### config.mk
export PLATFORM = sky130hd
export DESIGN_NAME = year_counter
export DESIGN_NICKNAME = d
export VERILOG_FILES = /design/src/rtl/year_pkg.sv /design/src/rtl/year_counter_digit.sv /design/src/rtl/year_counter.sv
export SDC_FILE = /design/constraint.sdc
export NUM_CORES = 1
export LEC_CHECK = 0
export ABC_AREA = 0
export ABC_CLOCK_PERIOD_IN_PS = 6100
export CAP_MARGIN = 20
export CELL_PAD_IN_SITES_DETAIL_PLACEMENT = 1
export CELL_PAD_IN_SITES_GLOBAL_PLACEMENT = 1
export CORE_MARGIN = 1.5
export CORE_UTILIZATION = 25
export CTS_CLUSTER_DIAMETER = 150
export DETAILED_ROUTE_END_ITERATION = 8
export PLACE_DENSITY = 0.55
export SYNTH_ARGS = -nofsm -noshare
export SYNTH_HDL_FRONTEND = slang
export SYNTH_HIERARCHICAL = 1
export SYNTH_SLANG_ARGS = --single-unit
### constraint.sdc
create_clock -name clk -period 6.1 [get_ports clk]
set_input_delay 1.22 -clock clk [delete_from_list [all_inputs] [get_ports clk]]
set_output_delay 1.22 -clock clk [all_outputs]
set_load 0.05 [all_outputs]
### src/rtl/year_pkg.sv
// Shared types and helpers for the BCD year counter.
package year_pkg;

   typedef enum logic {
      RUN = 1'b0,
      SET = 1'b1
   } state_t;

   localparam logic [3:0] BCD_MAX = 4'd9;
   localparam logic [1:0] SEL_MSD = 2'd3;

   // Divisibility by 4 of a two-digit BCD number. Only the parity of the tens
   // digit matters, because 10 = 2 (mod 4).
   function automatic logic bcd_div4(input logic [3:0] tens, input logic [3:0] ones);
      logic r;
      if (tens[0]) r = (ones == 4'd2) || (ones == 4'd6);
      else         r = (ones == 4'd0) || (ones == 4'd4) || (ones == 4'd8);
      return r;
   endfunction

endpackage

### src/rtl/year_counter_digit.sv
// One mod-10 BCD digit register. The wrap output flags a 9 -> 0 step.
module bcd_digit
   import year_pkg::*;
#(
   parameter logic [3:0] RST_VAL = 4'd0
) (
   input  logic       clk,
   input  logic       rst_n,
   input  logic       inc,
   output logic [3:0] d,
   output logic       wrap
);

   assign wrap = inc & (d == BCD_MAX);

   // Digit register: step by one on inc, wrapping 9 back to 0.
   always_ff @(posedge clk or negedge rst_n) begin
      if (!rst_n)   d <= RST_VAL;
      else if (inc) d <= (d == BCD_MAX) ? 4'd0 : d + 4'd1;
   end

endmodule

### src/rtl/year_counter.sv
// Four-digit BCD year counter with leap-year flag and digit-wise set mode.
// Counts on the date counter's end-of-year pulse; in set mode the user picks a
// digit and steps it without carrying into its neighbours.
module year_counter
   import year_pkg::*;
#(
   parameter logic [3:0] RST_D3 = 4'd2,
   parameter logic [3:0] RST_D2 = 4'd0,
   parameter logic [3:0] RST_D1 = 4'd1,
   parameter logic [3:0] RST_D0 = 4'd9
) (
   input  logic       clk,
   input  logic       rst_n,
   input  logic       carry_in,
   input  logic       set_mode,
   input  logic       set_next,
   input  logic       set_inc,
   output logic [3:0] digit3_year,
   output logic [3:0] digit2_year,
   output logic [3:0] digit1_year,
   output logic [3:0] digit0_year,
   output logic       leapyear,
   output logic       carry_out,
   output logic       setting,
   output logic [1:0] sel_digit
);

   if ((RST_D3 > BCD_MAX) || (RST_D2 > BCD_MAX) ||
       (RST_D1 > BCD_MAX) || (RST_D0 > BCD_MAX)) begin : g_bad_rst
      $error("year_counter: every RST_Dx must be a BCD digit 0-9");
   end

   state_t     state, state_nxt;
   logic       run_act, set_act;
   logic [1:0] sel;

   // Ripple chain (run mode only) and per-digit set hits.
   logic c0, c1, c2, c3;
   logic s0, s1, s2, s3;
   logic inc0, inc1, inc2, inc3;
   logic wrap0, wrap1, wrap2, wrap3;

   // State register.
   always_ff @(posedge clk or negedge rst_n) begin
      if (!rst_n) state <= RUN;
      else        state <= state_nxt;
   end

   // Next state follows the set_mode level.
   always_comb begin
      state_nxt = state;
      case (state)
         RUN: if (set_mode)  state_nxt = SET;
         SET: if (!set_mode) state_nxt = RUN;
         default:            state_nxt = RUN;
      endcase
   end

   // State decode; setting comes straight off the state flop.
   always_comb begin
      run_act = (state == RUN);
      set_act = (state == SET);
      setting = set_act;
   end

   // Digit select: parked at the thousands digit outside set mode (which also
   // loads it on entry), steps down and wraps 0 -> 3 on set_next.
   always_ff @(posedge clk or negedge rst_n) begin
      if (!rst_n)                   sel <= SEL_MSD;
      else if (set_act && set_mode) sel <= set_next ? sel - 2'd1 : sel;
      else                          sel <= SEL_MSD;
   end

   assign sel_digit = sel;

   // Run-mode ripple. The wrap outputs only matter when the chain is live, so
   // everything is qualified by c0; set-mode wraps never propagate.
   assign c0 = run_act & carry_in;
   assign c1 = c0 & wrap0;
   assign c2 = c1 & wrap1;
   assign c3 = c2 & wrap2;
   assign carry_out = c3 & wrap3;

   // Set-mode increment lands on the currently selected digit only; on the
   // exit edge the state is still SET, so a set_inc there is honoured.
   assign s0 = set_act & set_inc & (sel == 2'd0);
   assign s1 = set_act & set_inc & (sel == 2'd1);
   assign s2 = set_act & set_inc & (sel == 2'd2);
   assign s3 = set_act & set_inc & (sel == 2'd3);

   assign inc0 = c0 | s0;
   assign inc1 = c1 | s1;
   assign inc2 = c2 | s2;
   assign inc3 = c3 | s3;

   bcd_digit #(.RST_VAL(RST_D0)) u_d0 (
      .clk(clk), .rst_n(rst_n), .inc(inc0), .d(digit0_year), .wrap(wrap0));
   bcd_digit #(.RST_VAL(RST_D1)) u_d1 (
      .clk(clk), .rst_n(rst_n), .inc(inc1), .d(digit1_year), .wrap(wrap1));
   bcd_digit #(.RST_VAL(RST_D2)) u_d2 (
      .clk(clk), .rst_n(rst_n), .inc(inc2), .d(digit2_year), .wrap(wrap2));
   bcd_digit #(.RST_VAL(RST_D3)) u_d3 (
      .clk(clk), .rst_n(rst_n), .inc(inc3), .d(digit3_year), .wrap(wrap3));

   // Leap year: a century year (lo == 00) defers to the century pair.
   always_comb begin
      if ((digit1_year == 4'd0) && (digit0_year == 4'd0))
         leapyear = bcd_div4(digit3_year, digit2_year);
      else
         leapyear = bcd_div4(digit1_year, digit0_year);
   end

endmodule

==> impl_metrics.py <==
metrics = {
    "status": {
        "status": "finished, final reports clean",
    },
    "worst_setup_path": {
        "criticalPathCategory": "input port to primary output",
        "crit_arrival_ps": 4440,
        "worst-path-max-fanout": 4,
        "cp-start-kind": "input port",
        "end_kind": "primary output",
        "cp.required_ps": 4880,
    },
    "clock_tree": {
        "htreeDepth": 1,
        "root_buffer": "clkbuf_8",
        "clk_pin_slew_ps": 70,
        "numCtsBuffers": 3,
        "tritoncts": "done",
        "cts.sinks": 19,
        "cts_hold_buf": 0,
        "clk_latency_ps": 250,
        "cts.path.max_buffers": 2,
    },
    "die": {
        "core_area_mm2": 0.00406,
        "io_pins": 27,
        "die-area_mm2": 0.00468,
        "initial_core_util_pct": 26.4,
        "die_h_um": 68.4,
        "die_w_um": 68.4,
        "row_count": 23,
    },
    "synthesis": {
        "synth_cells": 105,
        "synthesis.nets": 115,
        "synth_area_leaders": "dfrtp_1, dfstp_2, ha_1, nand3_1, xnor2_1",
        "synth.largest_area_cell": "dfrtp_1",
        "synth_top_area_share_pct": 30.4,
        "synth.most_common_cell": "dfrtp_1",
        "ys.flop_type": "dfrtp_1",
        "ys_seq_area_share_pct": 45.1,
        "yosys_warnings": 6,
        "ys_types": 27,
        "ys_seq_elements": 19,
        "syn_avg_cell_area_um2": 10.2,
        "syn_area_mm2": 0.00107,
        "synth_common_cells": "dfrtp_1, nand3_1, o21ai_0, nand2_1, dfstp_2",
        "async_flop_share_pct": 100,
        "synth_edf_count": 0,
    },
    "global_routing": {
        "track_usage_pct": 12.3,
        "grt_pass1_vias": 920,
        "grt_overflow": 0,
        "globalRouteMet2Util_pct": 19.4,
        "antenna_found_initial": 0,
        "grt_max_degree": 20,
        "grt_pass1_wl_mm": 4.26,
        "grt-busiest-layer": "met2",
        "gr-usage-met1_pct": 16.3,
        "met3_usage_pct": 2.47,
    },
    "finish": {
        "post-route-util_pct": 37.6,
        "synthToLayoutAreaGrowth_pct": 42.6,
        "stdcell_count": 192,
        "nFillCells": 457,
        "antenna_cells": 0,
        "layout-drive-gt1-share_pct": 24.6,
        "fin_area_mm2": 0.00153,
        "nets": 153,
    },
    "route": {
        "route.detailed.drc": 0,
        "wl_per_cell_um": 13.1,
        "drt.antenna.violating_nets": 0,
        "routed_wl_mm": 2.51,
        "drtIter0Drc": 75,
        "drtPass1Iterations": 4,
        "vias": 899,
        "via_per_inst": 4.68,
    },
    "sta": {
        "finalSetupViolations": 0,
        "rsz0062_at_grt": "false",
        "skew_ps": 1.87,
        "final.setup.worst_slack_ps": 437,
        "report.final.slew_viol_count": 0,
        "fin_crit_sh_pct": 92.8,
        "slew_headroom_pct": 39.1,
        "worstMarginPinSlew_ps": 910,
        "fin_crit_ps": 5660,
        "finalHoldViolations": 0,
        "fmax_mhz": 177,
    },
    "placement": {
        "numPortBuffers": 26,
        "place_inst": 185,
        "placed_area_mm2": 0.00144,
        "dpl.hpwl_mm": 1.84,
        "place_congestion": 0.766,
        "pre_cts_slack_ps": -148,
    },
    "run": {
        "drv_cap": 0,
    },
    "power_and_ir_drop": {
        "ir_drop_uv": 125,
        "powerDensity_mw_per_mm2": 484,
        "p_leak_nw": 0.668,
    },
    "worst_hold_path": {
        "hp-class": "register to register",
    },
}
## metrics by stage
| stage | total power [mW] | hold slack [ps] | setup TNS [ps] |
|---|---|---|---|
| 3_5_place_dp | 0.652 | 515 | -148 |
| 5_1_grt | 0.783 | 575 | 0 |
| 3_3_place_gp | 0.644 | 505 | -106 |
| 6_report | 0.738 | 520 | 0 |
| 2_1_floorplan | 0.515 | 610 | 0 |
| 4_1_cts | 0.746 | 530 | 0 |
## worst max-delay path, cell delays in order
cell and delay, ps:
clkdlybuf4s50_1 510, inv_1 50, o21ai_1 190, nand2_2 90, nor3b_2 220, nand2_1 90, o21ai_2 150, nand2_2 100
nor3b_2 200, nand3_1 150, o21ai_2 190, nand2_2 100, nor3b_1 180, nor3b_2 210, a31o_2 170, nand2_2 80
nor3b_1 200, and2_1 190, buf_12 140
## final timing paths
kind,from,slack (ps),cells after the start,to
min reg2reg,u_d0/d[3],520,2,u_d0/d[3]
max reg2reg,setting,2910,18,u_d3/d[3]
max,carry_in,440,19,carry_out
min,u_d0/d[3],520,2,u_d0/d[3]
max in group asynchronous,rst_n,4070,1,u_d3/d[3]
min in group asynchronous,rst_n,1480,1,u_d0/d[1]
## cell usage in the layout, fill, tap and decap left out, types with 3 or more instances in the layout
cell              n
nor3_1            4
and4b_1           4
nor2b_1           4
nor2b_2           4
nand3_1          10
clkdlybuf4s50_1  25
clkbuf_8          3
o21ai_0           5
inv_1             3
xnor2_1           5
dfstp_2           6
nor3b_2           3
buf_4             8
a21o_1            4
o21ai_1           5
ha_1              4
xor2_1            4
nand2_1           7
nand2_2           4
dfrtp_1          13
## routing by layer
| metal | part of all wire, % | up-vias |
|---|---|---|
| li1 | - | 451 |
| met1 | 48 | 431 |
| met2 | 47 | 15 |
| met3 | 3.5 | 2 |
| met4 | 0.80 | 0 |
| met5 | 0 | - |
## flip-flops by register name (all words and copies together) (netlist names)
name and cells:
sel_digit 2, u_d3/d 4, u_d0/d 4, setting 1, u_d1/d 4, u_d2/d 4
## layout make-up
class	instances	area [um^2]	share of cell area [%]
flip-flops and latches	19	483	31.7
inverters	3	11.3	0.738
repair buffers	34	330	21.7
clock buffers	4	45.0	2.95
well taps	50	62.6	4.10
multi-input cells	82	593	38.9
## report_power, final
| part | internal, mW | switching [mW] | total (mW) | leakage [nW] |
|---|---|---|---|---|
| Sequential | 0.180 | 0.0842 | 0.264 | 0.227 |
| Clock | 0.0464 | 0.0427 | 0.0891 | 0.0228 |
| Combinational | 0.152 | 0.233 | 0.385 | 0.417 |
| Total | 0.378 | 0.360 | 0.738 | 0.668 |
## logic make-up after synthesis
logic type               count (synthesis)  synth area share [%]
AO/OA/AOI/OAI                           21                  11.9
buffers and inverters                    4                  1.52
flip-flops                              19                  45.1
multiplexers                             1                  1.40
XOR/XNOR                                 9                  7.37
AND/OR/NAND/NOR                         47                  28.0
adder cells (fa/ha/maj)                  4                  4.68
## timing repair
item,CTS,global route
setup buffers,0,3
setup endpoints to repair,1,1
resized for setup,3,5
(Power assumes the default switching activity.)
